--- config.mk ---
export PLATFORM = sky130hd
export DESIGN_NAME = mem_arbiter
export DESIGN_NICKNAME = d
export VERILOG_FILES = /design/src/rtl/mem_arb_pkg.sv /design/src/rtl/mem_arb_rr.sv /design/src/rtl/mem_arbiter.sv
export SDC_FILE = /design/constraint.sdc
export NUM_CORES = 1
export LEC_CHECK = 0
export BUFFER_PORTS_ARGS = -buffer_cell sky130_fd_sc_hd__buf_2
export CORE_UTILIZATION = 32
export CTS_BUF_LIST = sky130_fd_sc_hd__clkbuf_4
export DETAILED_ROUTE_END_ITERATION = 6
export PLACE_DENSITY = 0.69
export SLEW_MARGIN = 0
export SYNTH_ARGS = -nofsm -noshare
export SYNTH_HDL_FRONTEND = slang
export SYNTH_SLANG_ARGS = --single-unit
--- constraint.sdc ---
create_clock -name clk -period 3.6 [get_ports clk]
set_input_delay 0.54 -clock clk [delete_from_list [all_inputs] [get_ports clk]]
set_output_delay 0.54 -clock clk [all_outputs]
set_load 0.005 [all_outputs]
--- src/rtl/mem_arb_pkg.sv ---
// mem_arb_pkg -- shared types and widths for the two-port memory arbiter.
//   state_e   : arbiter FSM states (IDLE, ISSUE, WAIT, DONE)
//   port_id_e : requester identity (PORT_F = fetch, PORT_D = data)
//   ADDR_W / WDATA_W / RDATA_W : address, write-data and read-data widths
package mem_arb_pkg;

    localparam int ADDR_W  = 14;
    localparam int WDATA_W = 16;
    localparam int RDATA_W = 8;

    typedef enum logic [1:0] {
        ST_IDLE  = 2'd0,
        ST_ISSUE = 2'd1,
        ST_WAIT  = 2'd2,
        ST_DONE  = 2'd3
    } state_e;

    typedef enum logic {
        PORT_F = 1'b0,
        PORT_D = 1'b1
    } port_id_e;

endpackage

--- src/rtl/mem_arb_rr.sv ---
// mem_arb_rr -- two-input round-robin pick with its last-grant flop.
// Ports:
//   clk, reset : clock and synchronous active-high reset
//   f_req      : fetch port is requesting
//   d_req      : data port is requesting
//   grant_en   : a grant is being taken this cycle (arbiter is idle)
//   grant_d    : 1 = data port wins, 0 = fetch port wins (valid when a req is high)
module mem_arb_rr
    import mem_arb_pkg::*;
(
    input  logic clk,
    input  logic reset,
    input  logic f_req,
    input  logic d_req,
    input  logic grant_en,
    output logic grant_d
);

    port_id_e last_q, last_d;
    port_id_e pick;

    // NOTE: every signal written here gets a value on every path, so no latch is inferred.
    always_comb begin
        if (f_req && d_req) begin
            // Tie: favour the port that did not win last time.
            pick = (last_q == PORT_F) ? PORT_D : PORT_F;
        end else if (d_req) begin
            pick = PORT_D;
        end else begin
            pick = PORT_F;
        end

        last_d = last_q;
        if (grant_en && (f_req || d_req)) begin
            last_d = pick;
        end

        grant_d = (pick == PORT_D);
    end

    // NOTE: flops use non-blocking assignments so all state updates see pre-edge values.
    always_ff @(posedge clk) begin
        if (reset) begin
            last_q <= PORT_F;
        end else begin
            last_q <= last_d;
        end
    end

endmodule

--- src/rtl/mem_arbiter.sv ---
// mem_arbiter -- arbitrates a fetch port and a data port onto one memory port.
// One transaction at a time: IDLE latches the winner, ISSUE/WAIT drive the
// strobe until mem_resp, DONE pulses the winner's done for one cycle.
// Optional feature macro: MEM_ARB_TIMEOUT_EN -- aborts a WAIT that lasts
// TIMEOUT_CYCLES cycles, completing with err=1 and read data untouched.
// Ports:
//   clk, reset                    : clock, synchronous active-high reset
//   f_req, f_addr                 : fetch read request and byte address
//   f_done, f_rdata               : fetch completion pulse and read data
//   d_req, d_we, d_addr, d_wdata  : data request, store select, address, store data
//   d_done, d_rdata               : data completion pulse and load data
//   read_req, write_req           : memory strobes (mutually exclusive)
//   addrout, datatomem            : memory address and write data
//   datafrommem, mem_resp         : memory read data and response
//   busy                          : arbiter not idle
//   err                           : timeout flag, pulses with done
module mem_arbiter
    import mem_arb_pkg::*;
#(
    parameter int TIMEOUT_CYCLES = 16
) (
    input  logic               clk,
    input  logic               reset,
    input  logic               f_req,
    input  logic [ADDR_W-1:0]  f_addr,
    output logic               f_done,
    output logic [RDATA_W-1:0] f_rdata,
    input  logic               d_req,
    input  logic               d_we,
    input  logic [ADDR_W-1:0]  d_addr,
    input  logic [WDATA_W-1:0] d_wdata,
    output logic               d_done,
    output logic [RDATA_W-1:0] d_rdata,
    output logic               read_req,
    output logic               write_req,
    output logic [ADDR_W-1:0]  addrout,
    output logic [WDATA_W-1:0] datatomem,
    input  logic [RDATA_W-1:0] datafrommem,
    input  logic               mem_resp,
    output logic               busy,
    output logic               err
);

    if (TIMEOUT_CYCLES < 1) begin : g_bad_timeout
        $error("mem_arbiter: TIMEOUT_CYCLES must be at least 1");
    end

    state_e               state_q, state_d;
    port_id_e             id_q, id_d;
    logic                 we_q, we_d;
    logic [ADDR_W-1:0]    addr_q, addr_d;
    logic [WDATA_W-1:0]   wdata_q, wdata_d;
    logic [RDATA_W-1:0]   f_rdata_q, f_rdata_d;
    logic [RDATA_W-1:0]   d_rdata_q, d_rdata_d;
    logic                 grant_en;
    logic                 grant_d;
    logic                 timeout_hit;

`ifdef MEM_ARB_TIMEOUT_EN
    localparam int CNT_W = $clog2(TIMEOUT_CYCLES + 1);
    logic [CNT_W-1:0]     cnt_q, cnt_d;
    logic                 tout_q, tout_d;
`endif

    assign grant_en = (state_q == ST_IDLE);

    mem_arb_rr u_rr (
        .clk      (clk),
        .reset    (reset),
        .f_req    (f_req),
        .d_req    (d_req),
        .grant_en (grant_en),
        .grant_d  (grant_d)
    );

    // Next-state logic.
    always_comb begin
        state_d     = state_q;
        timeout_hit = 1'b0;
`ifdef MEM_ARB_TIMEOUT_EN
        // Last permitted WAIT cycle with no response yet.
        timeout_hit = (cnt_q == CNT_W'(TIMEOUT_CYCLES - 1));
`endif
        case (state_q)
            ST_IDLE:  if (f_req || d_req) state_d = ST_ISSUE;
            ST_ISSUE: state_d = ST_WAIT;
            ST_WAIT:  if (mem_resp || timeout_hit) state_d = ST_DONE;
            ST_DONE:  state_d = ST_IDLE;
            default:  state_d = ST_IDLE;
        endcase
    end

    // Transaction latch and read-data capture.
    always_comb begin
        id_d      = id_q;
        we_d      = we_q;
        addr_d    = addr_q;
        wdata_d   = wdata_q;
        f_rdata_d = f_rdata_q;
        d_rdata_d = d_rdata_q;

        if (state_q == ST_IDLE && (f_req || d_req)) begin
            if (grant_d) begin
                id_d    = PORT_D;
                we_d    = d_we;
                addr_d  = d_addr;
                wdata_d = d_wdata;
            end else begin
                id_d    = PORT_F;
                we_d    = 1'b0;
                addr_d  = f_addr;
                wdata_d = '0;
            end
        end

        // Stores return nothing, so only reads update the winner's rdata.
        if (state_q == ST_WAIT && mem_resp && !we_q) begin
            if (id_q == PORT_D) begin
                d_rdata_d = datafrommem;
            end else begin
                f_rdata_d = datafrommem;
            end
        end
    end

`ifdef MEM_ARB_TIMEOUT_EN
    always_comb begin
        cnt_d  = cnt_q;
        tout_d = 1'b0;
        if (state_q == ST_ISSUE) begin
            cnt_d = '0;
        end else if (state_q == ST_WAIT) begin
            cnt_d  = cnt_q + CNT_W'(1);
            tout_d = !mem_resp && timeout_hit;
        end
    end

    always_ff @(posedge clk) begin
        if (reset) begin
            cnt_q  <= '0;
            tout_q <= 1'b0;
        end else begin
            cnt_q  <= cnt_d;
            tout_q <= tout_d;
        end
    end
`endif

    always_ff @(posedge clk) begin
        if (reset) begin
            state_q   <= ST_IDLE;
            id_q      <= PORT_F;
            we_q      <= 1'b0;
            addr_q    <= '0;
            wdata_q   <= '0;
            f_rdata_q <= '0;
            d_rdata_q <= '0;
        end else begin
            state_q   <= state_d;
            id_q      <= id_d;
            we_q      <= we_d;
            addr_q    <= addr_d;
            wdata_q   <= wdata_d;
            f_rdata_q <= f_rdata_d;
            d_rdata_q <= d_rdata_d;
        end
    end

    // Outputs are decoded from registered state only.
    always_comb begin
        busy      = (state_q != ST_IDLE);
        read_req  = 1'b0;
        write_req = 1'b0;
        if (state_q == ST_ISSUE || state_q == ST_WAIT) begin
            read_req  = !we_q;
            write_req = we_q;
        end
        f_done    = (state_q == ST_DONE) && (id_q == PORT_F);
        d_done    = (state_q == ST_DONE) && (id_q == PORT_D);
        addrout   = addr_q;
        datatomem = wdata_q;
        f_rdata   = f_rdata_q;
        d_rdata   = d_rdata_q;
`ifdef MEM_ARB_TIMEOUT_EN
        err       = tout_q;
`else
        err       = 1'b0;
`endif
    end

endmodule

==> results by group <==
Detailed routing
  – Detailed Route WL: 4620 µm
  – Antenna-violating nets left: 0
  – Initial drt markers: 43
  – Drt via density: 4.74
  – Average wire length per cell after detail routing: 12.0 µm
  – Via count: 1822
  – Iteration count of the initial detailed-routing pass: 4
  – Number of remaining DRC errors: 0

Timing
  – Final period util: 59.8%
  – Slew Limit Headroom: 29.6%
  – Setup ws final: 1.45 ns
  – Upper clock frequency limit: 0.464 GHz
  – Min Clock Period, post-route: 2.15 ns
  – Worst Tran Pin Value: 1.05 ns
  – Final hold viol count: 0
  – Setup total negative slack: 0 ns
  – Total setup violations reported at the end of the flow: 0
  – RSZ-0062 raised after global routing: false
  – Number of pins exceeding their max-slew limit in the final report: 0
  – Worst hold slack across all endpoints: 0.397 ns
  – Worst clock skew: 0.00408 ns

Flow run
  – Total of max-cap violations: 0

Floorplanning
  – Initial core utilization: 33.0%
  – Top-Level Pins: 110
  – Die Span X: 79.9 µm
  – Core Area: 5890 µm²
  – Row Count: 28
  – Full die area: 6390 µm²
  – Die Y-Extent: 79.9 µm

Placed design
  – Placed wire-length estimate: 3360 µm
  – Number of buffers inserted by port buffering: 108
  – Pre-CTS setup slack: 1.33 ns
  – Cell count after placement: 377
  – GPL Wtd Cong: 0.732

Logic synthesis
  – Number of warnings issued by yosys: 0
  – Seq/Total Area, Yosys: 51.5%
  – Number of flip-flops and latches in the synthesized netlist: 50
  – Syn Nets: 268
  – Post-synthesis cell type count: 24
  – Syn avg cell area: 9.39 µm²
  – Post-synthesis cell count: 207
  – Post-synth design cell area: 1940 µm²

CTS
  – Clock sink total: 50
  – Number of buffers added by the clock tree synthesis step: 5
  – Post-CTS Hold Fix Bufs: 0
  – Clock-pin slew of the registers on the worst-case setup and hold paths: 0.13 ns
  – Clk root buf: clkbuf_4
  – CTS tree: yes
  – Deepest clock path buffer count: 2
  – Clk_lat worst skew: 0.35 ns
  – Gates resized, CTS repair: 0
  – Htree depth: 2
  – Number of setup buffers added after CTS: 0

Final layout
  – Antenna Cells: 0
  – Growth of design area from synthesis to finish: 32.1%
  – Fraction of layout cells with a size suffix above 1: 39.2%
  – Total Nets Final: 370
  – Number of fill cells: 615
  – Non-Filler Instances: 384

Pwr
  – PnR Total Power: 0.00148 W
  – Static power due to leakage: 1.24 nW
  – Worst VDD drop: 0.254 mV
  – Pwr/cell area: 576 nW/µm²
  – Portion of total power attributed to combinational logic: 32.6%
  – Sequential group share of total power: 50.8%
  – Pint: 0.000998 W
  – Net Switching: 0.000480 W
  – Clock power share: 16.6%
  – Switching fraction of total power: 32.5%

Worst setup path
  – Critical path peak fanout: 29
  – Buffers and inverters on the worst path: 2
  – Stage delay of the slowest cell on the critical path: 0.82 ns
  – Category of the worst setup path capture point: flop
  – Data required time of the critical path: 3.90 ns
  – Cells along the critical path: inv_1 -> ha_1 -> o21a_1 -> buf_4 -> nor2_1 -> a22o_1
  – Start-to-end type of the worst setup path: flop to flop
  – Cell family contributing the most delay on the critical path: simple AND/OR/NAND/NOR gates
  – Slowest stage cell on the critical path: nor2_1
  – Arrival time worst endpoint: 2.45 ns
  – Kind of start point of the critical path: flop

Global route
  – Maximum number of pins on one net before global-route repair: 37
  – Antenna violations before repair: 0
  – Total routing resource utilization after global routing: 14.9%
  – Vias in the first global route: 1641
  – GR Overflow Total: 0
  – Global-route wire length before repair: 7390 µm

Hold path
  – Worst Hold Class: primary input to flop

Outcome
  – Result of the run: finished clean
[worst paths after layout]
kind	cells after the start	slack, ns	end	start
setup reg to reg	6	1.45	datatomem[12]	state_q[0]
setup / recovery	6	1.45	datatomem[12]	state_q[0]
hold reg to reg	2	0.46	d_rdata[4]	d_rdata[4]
hold / removal	2	0.40	datatomem[11]	d_wdata[11]
[final cells by class]
class / instances / area (µm²) / area share, %
Multi-Input combinational cell: 138 / 848 / 33.1
Tap cell: 75 / 93.8 / 3.66
Timing Repair Buffer: 110 / 556 / 21.6
Sequential cell: 50 / 1000 / 39.0
Clock buffer: 7 / 52.6 / 2.05
Inverter: 4 / 15.0 / 0.585
[metal layers]
layer  global-route usage (%)  routed length, µm
met5                        0                  0
met3                     5.26                416
met1                     18.7               2120
met2                     23.6               2020
met4                     5.18                 55
[power by group through the flow]
| stage | Sequential [W] | Clock [W] | Combinational [W] |
|---|---|---|---|
| floorplan | 0.000760 | 0 | 0.000293 |
| global placement | 0.000760 | 0 | 0.000477 |
| detailed placement | 0.000764 | 0 | 0.000488 |
| CTS | 0.000753 | 0.000263 | 0.000489 |
| global route | 0.000767 | 0.000286 | 0.000549 |
| finish | 0.000751 | 0.000245 | 0.000482 |
[synth_stat cells, drive strengths merged]
library cell  count  area share, %
o32a              1           0.52
a21bo             1           0.52
and2              2           0.64
inv               4           0.77
a22o             17            7.7
nand2            45            8.7
nor2b             2           0.64
o21a              2           0.77
conb              1           0.19
dfxtp            50             52
mux2i             9            4.6
nor2             23            4.4
nor4bb            1           0.52
and4b             1           0.52
nand2b            2           0.64
a211oi            1           0.64
ha                3            1.9
buf              11            3.6
nand4b            1           0.45
clkbuf            4           0.77
a311oi           15            6.8
a21oi            10            2.6
a21boi            1           0.58
[cells in the final DEF (no fill, tap or decap), types with 3 or more instances in the layout]
cell type,Yosys,layout
ha_1,3,3
nand2_1,45,45
buf_2,5,108
clkbuf_4,0,7
inv_1,4,4
nor2_1,23,23
mux2i_1,9,9
a22o_1,17,17
a21oi_1,10,10
a311oi_1,15,15
dfxtp_1,50,50
[kinds of logic (layout without fill, tap and decap cells)]
group | Yosys count | in the layout | synth area share (%)
adders and majority gates | 3 | 3 | 1.93
other | 1 | 1 | 0.193
DFF | 50 | 50 | 51.5
muxes | 9 | 9 | 4.64
AOI/OAI and AO/OA | 48 | 48 | 20.0
and+or+nand+nor | 77 | 77 | 16.5
buffers and inverters | 19 | 121 | 5.15
[registers in the layout (all words and copies together) (netlist names)]
signal / count
addrout: 14
state_q: 2
f_rdata: 8
d_rdata: 8
u_rr.last_q: 1
we_q: 1
datatomem: 16
[through the flow]
| step | instance area (µm²) | util [%] |
|---|---|---|
| after global placement | 2510 | 42.7 |
| after detailed placement | 2510 | 42.7 |
| after global routing | 2570 | 43.6 |
| after CTS | 2570 | 43.6 |
| after floorplan | 1940 | - |
| final | 2570 | 43.6 |
(Power assumes the default switching activity.)
